### src/rtl/sevenseg_to_bcd_capture.sv
// -----------------------------------------------------------------------------
// sevenseg_to_bcd_capture
//
// Purpose: takes a stream of 7-segment patterns (one digit per valid/ready
// handshake), decodes each back to a BCD nibble and packs NUM_DIGITS of them
// into a frame. Completed frames are offered on a valid/ready output together
// with a flag that marks frames containing an unrecognised pattern.
//
// Ports:
//   clk        in   system clock, all state on the rising edge
//   rst        in   synchronous active-high reset
//   seg_valid  in   seg_in holds a pattern to transfer
//   seg_in     in   [6:0] pattern {a,b,c,d,e,f,g}, active-high segments
//   seg_ready  out  block can accept a pattern this cycle
//   bcd_valid  out  completed frame present on bcd_out
//   bcd_ready  in   downstream accepts the frame
//   bcd_out    out  [4*NUM_DIGITS-1:0] frame, first digit in the MS nibble
//   frame_err  out  frame contains at least one illegal pattern (digit = F)
//   digit_cnt  out  [3:0] digits accepted in the current frame
// -----------------------------------------------------------------------------
module sevenseg_to_bcd_capture #(
    parameter int NUM_DIGITS = 4
) (
    input  logic                    clk,
    input  logic                    rst,
    input  logic                    seg_valid,
    input  logic [6:0]              seg_in,
    output logic                    seg_ready,
    output logic                    bcd_valid,
    input  logic                    bcd_ready,
    output logic [4*NUM_DIGITS-1:0] bcd_out,
    output logic                    frame_err,
    output logic [3:0]              digit_cnt
);

    localparam int         W         = 4 * NUM_DIGITS;
    localparam logic [3:0] LAST_DIGIT = 4'(NUM_DIGITS - 1);

    typedef enum logic [0:0] {
        COLLECT = 1'b0,
        HOLD    = 1'b1
    } state_e;

    // Returns {illegal, nibble}; only exact glyph matches are accepted, anything
    // else (blank, the 10..15 glyph, partial patterns) decodes to F + illegal.
    function automatic logic [4:0] decode_seg(input logic [6:0] seg);
        logic [4:0] res;
        case (seg)
            7'h7E:   res = 5'h00;
            7'h30:   res = 5'h01;
            7'h6D:   res = 5'h02;
            7'h79:   res = 5'h03;
            7'h33:   res = 5'h04;
            7'h5B:   res = 5'h05;
            7'h5F:   res = 5'h06;
            7'h70:   res = 5'h07;
            7'h7F:   res = 5'h08;
            7'h7B:   res = 5'h09;
            default: res = 5'h1F;
        endcase
        return res;
    endfunction

    state_e         state_q,     state_d;
    logic [W-1:0]   shift_q,     shift_d;
    logic           err_acc_q,   err_acc_d;
    logic [3:0]     cnt_q,       cnt_d;
    logic [W-1:0]   bcd_out_q,   bcd_out_d;
    logic           frame_err_q, frame_err_d;
    logic           seg_ready_q, seg_ready_d;
    logic           bcd_valid_q, bcd_valid_d;

    logic [4:0]     dec_s;
    logic           transfer_s;
    logic           err_next_s;
    logic [W-1:0]   shifted_s;

    assign dec_s      = decode_seg(seg_in);
    assign transfer_s = seg_valid & seg_ready_q;
    assign err_next_s = err_acc_q | dec_s[4];
    // Shift left by one nibble; the cast drops the oldest nibble off the top.
    assign shifted_s  = W'({shift_q, dec_s[3:0]});

    // Next-state logic for the collect/hold handshake FSM and its datapath.
    always_comb begin
        state_d     = state_q;
        shift_d     = shift_q;
        err_acc_d   = err_acc_q;
        cnt_d       = cnt_q;
        bcd_out_d   = bcd_out_q;
        frame_err_d = frame_err_q;
        seg_ready_d = seg_ready_q;
        bcd_valid_d = bcd_valid_q;
        case (state_q)
            COLLECT: begin
                if (transfer_s) begin
                    shift_d   = shifted_s;
                    err_acc_d = err_next_s;
                    if (cnt_q == LAST_DIGIT) begin
                        state_d     = HOLD;
                        cnt_d       = 4'd0;
                        bcd_out_d   = shifted_s;
                        frame_err_d = err_next_s;
                        seg_ready_d = 1'b0;
                        bcd_valid_d = 1'b1;
                    end else begin
                        cnt_d = cnt_q + 4'd1;
                    end
                end else begin
                    state_d = COLLECT;
                end
            end
            HOLD: begin
                // Ready is sampled here only; re-opening the input takes a
                // full cycle, there is no same-cycle bypass.
                if (bcd_ready) begin
                    state_d     = COLLECT;
                    err_acc_d   = 1'b0;
                    seg_ready_d = 1'b1;
                    bcd_valid_d = 1'b0;
                end else begin
                    state_d = HOLD;
                end
            end
            default: begin
                state_d     = COLLECT;
                cnt_d       = 4'd0;
                err_acc_d   = 1'b0;
                seg_ready_d = 1'b1;
                bcd_valid_d = 1'b0;
            end
        endcase
    end

    // State and output registers with synchronous reset.
    always_ff @(posedge clk) begin
        if (rst) begin
            state_q     <= COLLECT;
            shift_q     <= '0;
            err_acc_q   <= 1'b0;
            cnt_q       <= 4'd0;
            bcd_out_q   <= '0;
            frame_err_q <= 1'b0;
            seg_ready_q <= 1'b1;
            bcd_valid_q <= 1'b0;
        end else begin
            state_q     <= state_d;
            shift_q     <= shift_d;
            err_acc_q   <= err_acc_d;
            cnt_q       <= cnt_d;
            bcd_out_q   <= bcd_out_d;
            frame_err_q <= frame_err_d;
            seg_ready_q <= seg_ready_d;
            bcd_valid_q <= bcd_valid_d;
        end
    end

    assign seg_ready = seg_ready_q;
    assign bcd_valid = bcd_valid_q;
    assign bcd_out   = bcd_out_q;
    assign frame_err = frame_err_q;
    assign digit_cnt = cnt_q;

endmodule

### config.mk
export PLATFORM = sky130hd
export DESIGN_NAME = sevenseg_to_bcd_capture
export DESIGN_NICKNAME = d
export VERILOG_FILES = /design/src/rtl/sevenseg_to_bcd_capture.sv
export SDC_FILE = /design/constraint.sdc
export NUM_CORES = 1
export LEC_CHECK = 0
export CAP_MARGIN = 20
export CORE_MARGIN = 2
export CORE_UTILIZATION = 46
export CTS_BUF_LIST = sky130_fd_sc_hd__clkbuf_4 sky130_fd_sc_hd__clkbuf_8
export CTS_CLUSTER_SIZE = 30
export DETAILED_ROUTE_END_ITERATION = 8
export GPL_TIMING_DRIVEN = 0
export HOLD_SLACK_MARGIN = 0.03
export MAX_ROUTING_LAYER = met4
export PLACE_DENSITY = 0.75
export SLEW_MARGIN = 20
export SYNTH_ARGS = -nofsm -noshare
export SYNTH_HDL_FRONTEND = slang
export SYNTH_SLANG_ARGS = --single-unit
### constraint.sdc
create_clock -name clk -period 4.81 [get_ports clk]
set_input_delay 1.443 -clock clk [delete_from_list [all_inputs] [get_ports clk]]
set_output_delay 1.443 -clock clk [all_outputs]
set_load 0.01 [all_outputs]
==> results.tsv, run 1 <==
stage	metric	value	unit
place	placed_cell_area	1827	um2
setup_path	crit_family	compound AO/OA/AOI/OAI gates	
place	port_buffers	32	
timing	fin_crit_sh	61.12	%
synthesis	netlist.area_leader.share	51.03	%
timing	hold_viol_final	0	
timing	holdWs	458.4	ps
synthesis	yosys.area.top_type	dfxtp_1	
setup_path	crit_fanout	6	
flow_run	maxCapViolCount	0	
final_layout	drive_gt1_share	4.566	%
final_layout	layout_common_cells	nand2_1, dfxtp_1, clkdlybuf4s50_1	
synthesis	ys_seq_area_share	51.03	%
timing	maxSlewViolCount	0	
worst_hold_path	min_path_cells	2	
worst_hold_path	hold_class	reg -> reg	
detailed_routing	postRouteAntennaNets	0	
setup_path	cp_slowest_cell	clkdlybuf4s50_1	
setup_path	end_kind	register	
timing	worst_slew_pin_slew	518.7	ps
global_routing	first_global_vias	1300	
timing	period_minus_slack	2940	ps
setup_path	crit_type	in -> reg	
synthesis	yosysUniqueCellTypes	27	
die	dieArea	3620	um2
power	switching_power	132.9	uW
setup_path	critPathLaunchType	input pin	
global_routing	grt-busiest-layer	met2	
timing	finClkSkew	3.860	ps
die	core-area	3028	um2
clock_tree	cts-root-buf	clkbuf_4	
die	fp-row-count	20	
global_routing	gr-usage-all-layers	20.61	%
die	die-width	60.17	um
synthesis	synthesis.area	1451	um2
power	ir_drop	0.1391	mV
synthesis	synth_area_per_cell	8.108	um2
timing	fmax	340.1	MHz
power	power.density	315.1	nW/um2
power	pwr-share-seq	53.6	%
detailed_routing	drc_errors	0	
global_routing	grt_use_met2	35.71	%
clock_tree	cts_made_buffers	5	
power	p_clk_share	37.3	%
clock_tree	cts_max_level	2	
synthesis	synthCells	179	
setup_path	slowest_delay	540	ps
final_layout	postLayoutCellArea	1916	um2
detailed_routing	drt_iter0_drc	47	
run_status	run_status	completed	
final_layout	final_common_cell	nand2_1	
synthesis	yosysWarnings	0	
setup_path	worstPathRequired	5060	ps
global_routing	grt-ovfl-total	0	
die	io-pin-count	34	
global_routing	antenna_found_initial	0	
place	place.gp.congestion	0.8155	
detailed_routing	routed_wl	3.136	mm
final_layout	antenna_cells	0	
synthesis	synth_nets	191	
detailed_routing	post_drt_wl_per_cell	11.92	um
setup_path	cp.depth	6	
timing	grt_setup_unrepaired	no	
timing	tns	0	ps
clock_tree	holdBufCountCts	0	
clock_tree	clock_path_buffers	2	
clock_tree	cts.sink_count	37	
synthesis	ys_seq_elements	37	
global_routing	met1_usage	22.86	%
clock_tree	clkTransAtPathRegs	100	ps
setup_path	crit_chain	clkdlybuf4s50_1 -> and3b_1 -> a21o_1 -> a211oi_2 -> nand3b_2 -> a311oi_1	
clock_tree	clk_latency	340	ps
timing	setup_viol	0	
clock_tree	post-cts-setup-buffers	0	
die	start_util	47.93	%
final_layout	area_growth	31.98	%
detailed_routing	post_drt_via_cell_ratio	5.087	
final_layout	fin_nets	230	
power	swShare	22.01	%
clock_tree	cts-resized-gates	0	
global_routing	grt_max_degree	12	
power	combinationalPowerShare	9.1	%
power	p_int	470.8	uW
synthesis	ys_top_cells_by_area	dfxtp_1, nand2_1, a21oi_1	
place	hpwl	2.330	mm
timing	relSlewSlack	65.42	%
setup_path	cp.buffers_inverters	1	
clock_tree	cts_tree	built	
setup_path	crit_arrival	3190	ps
global_routing	globalRouteMet3Util	3.247	%
setup_path	worst-r2r-cell-count	5	
global_routing	grt_pass1_wl	5.423	mm
die	chipHeight	60.17	um
detailed_routing	first_pass_iters	4	
power	p_leak	0.0006719	uW
detailed_routing	vias	1338	
[synth_stat cells]
cell,n
o21ai_0,2
a311oi_1,4
xor2_1,2
a21oi_1,27
nand3b_2,1
o211ai_1,1
a21o_1,1
dfxtp_1,37
nand4_1,2
nand3_1,2
nor4b_1,1
clkbuf_1,10
nand2_1,56
and3b_1,2
and4b_1,1
nor4_1,1
ha_1,1
nand3b_1,1
xnor2_1,2
nand2b_1,2
and3_1,2
a32oi_1,1
nor3_1,6
nand4bb_1,1
nor2_1,11
a211oi_2,1
a211oi_1,1
[final cells by class]
cell class | instances | area (um2)
Clock inverter | 1 | 30.03
Timing Repair Buffer | 32 | 320.3
Buffer | 10 | 37.54
Tap cell | 44 | 55.05
Sequential cell | 37 | 740.7
Multi-Input combinational cell | 132 | 673.1
Fill cell | 268 | 1112
Clock buffer | 7 | 58.81
[flip-flops by register name, summed over array words and instances, names as in the netlist]
register and flops:
bcd_valid 1, frame_err 1, bcd_out 16, err_acc_q 1, seg_ready 1, shift_q 12, state_q 1, digit_cnt 4
[power by group through the flow]
stage / logic (uW) / clock network, uW / registers (uW)
final: 55.2 / 225 / 324
after global routing: 62.2 / 242 / 325
after CTS: 55.2 / 228 / 324
after detailed placement: 55.0 / 0 / 331
after global placement: 53.2 / 0 / 330
after floorplan: 28.4 / 0 / 331
[metal layers]
layer	vias to the layer above	share of wire (%)
li1	691	-
met1	603	43
met2	35	50
met3	9	4.6
met4	0	2.7
met5	-	0
[stage by stage]
stage	util (%)	total power (uW)	worst slack [ps]	instances
3_5_place_dp	60.33	385.6	1533	255
6_report	63.26	603.7	1870	263
4_1_cts	63.26	606.5	1877	263
3_3_place_gp	60.33	383.4	1613	255
2_1_floorplan	-	359.1	2287	179
5_1_grt	63.26	629.0	1685	263
[worst register-to-register path, cell delays in order, from the launching register on]
cell      delay (ps)
dfxtp_1          390
and3b_1          200
clkbuf_1         380
clkbuf_1         400
nand2_1          120
a21oi_1          130
[cells by family after synthesis]
logic type,after synthesis,synth area share (%)
xor+xnor,4,2.414
fa+ha+maj,1,0.8619
buf+inv,10,2.586
simple gates,89,27.67
flops,37,51.03
compound gates,38,15.43
[path summary, 6_finish.rpt]
path,slack (ps),end,start
worst max-delay path,1870,bcd_out[0]$_SDFFE_PP0P_,seg_in[5]
worst min-delay path,460,bcd_out[8]$_SDFFE_PP0P_,bcd_out[8]$_SDFFE_PP0P_
worst max register to register,3130,shift_q[8]$_SDFFE_PP0P_,seg_ready$_SDFFE_PP1P_
worst min register to register,460,bcd_out[8]$_SDFFE_PP0P_,bcd_out[8]$_SDFFE_PP0P_
Power figures use the tool's default switching activity.
==> run 2, diff against run 1 <==
==> constraint.sdc (replaced) <==
create_clock -name clk -period 2.9 [get_ports clk]
set_input_delay 0.87 -clock clk [delete_from_list [all_inputs] [get_ports clk]]
set_output_delay 0.87 -clock clk [all_outputs]
set_load 0.01 [all_outputs]
==> results of run 2 <==
The final DEF is identical to that of run 1. Status: completed.
Main changes from that run: setup slack after placement 1533 ps -> 196.0 ps; setup slack after layout 1870 ps -> 533.0 ps; register-to-register setup slack 3130 ps -> 1220 ps; total power 603.7 uW -> 1001 uW; worst IR drop on VDD 0.1391 mV -> 0.2308 mV
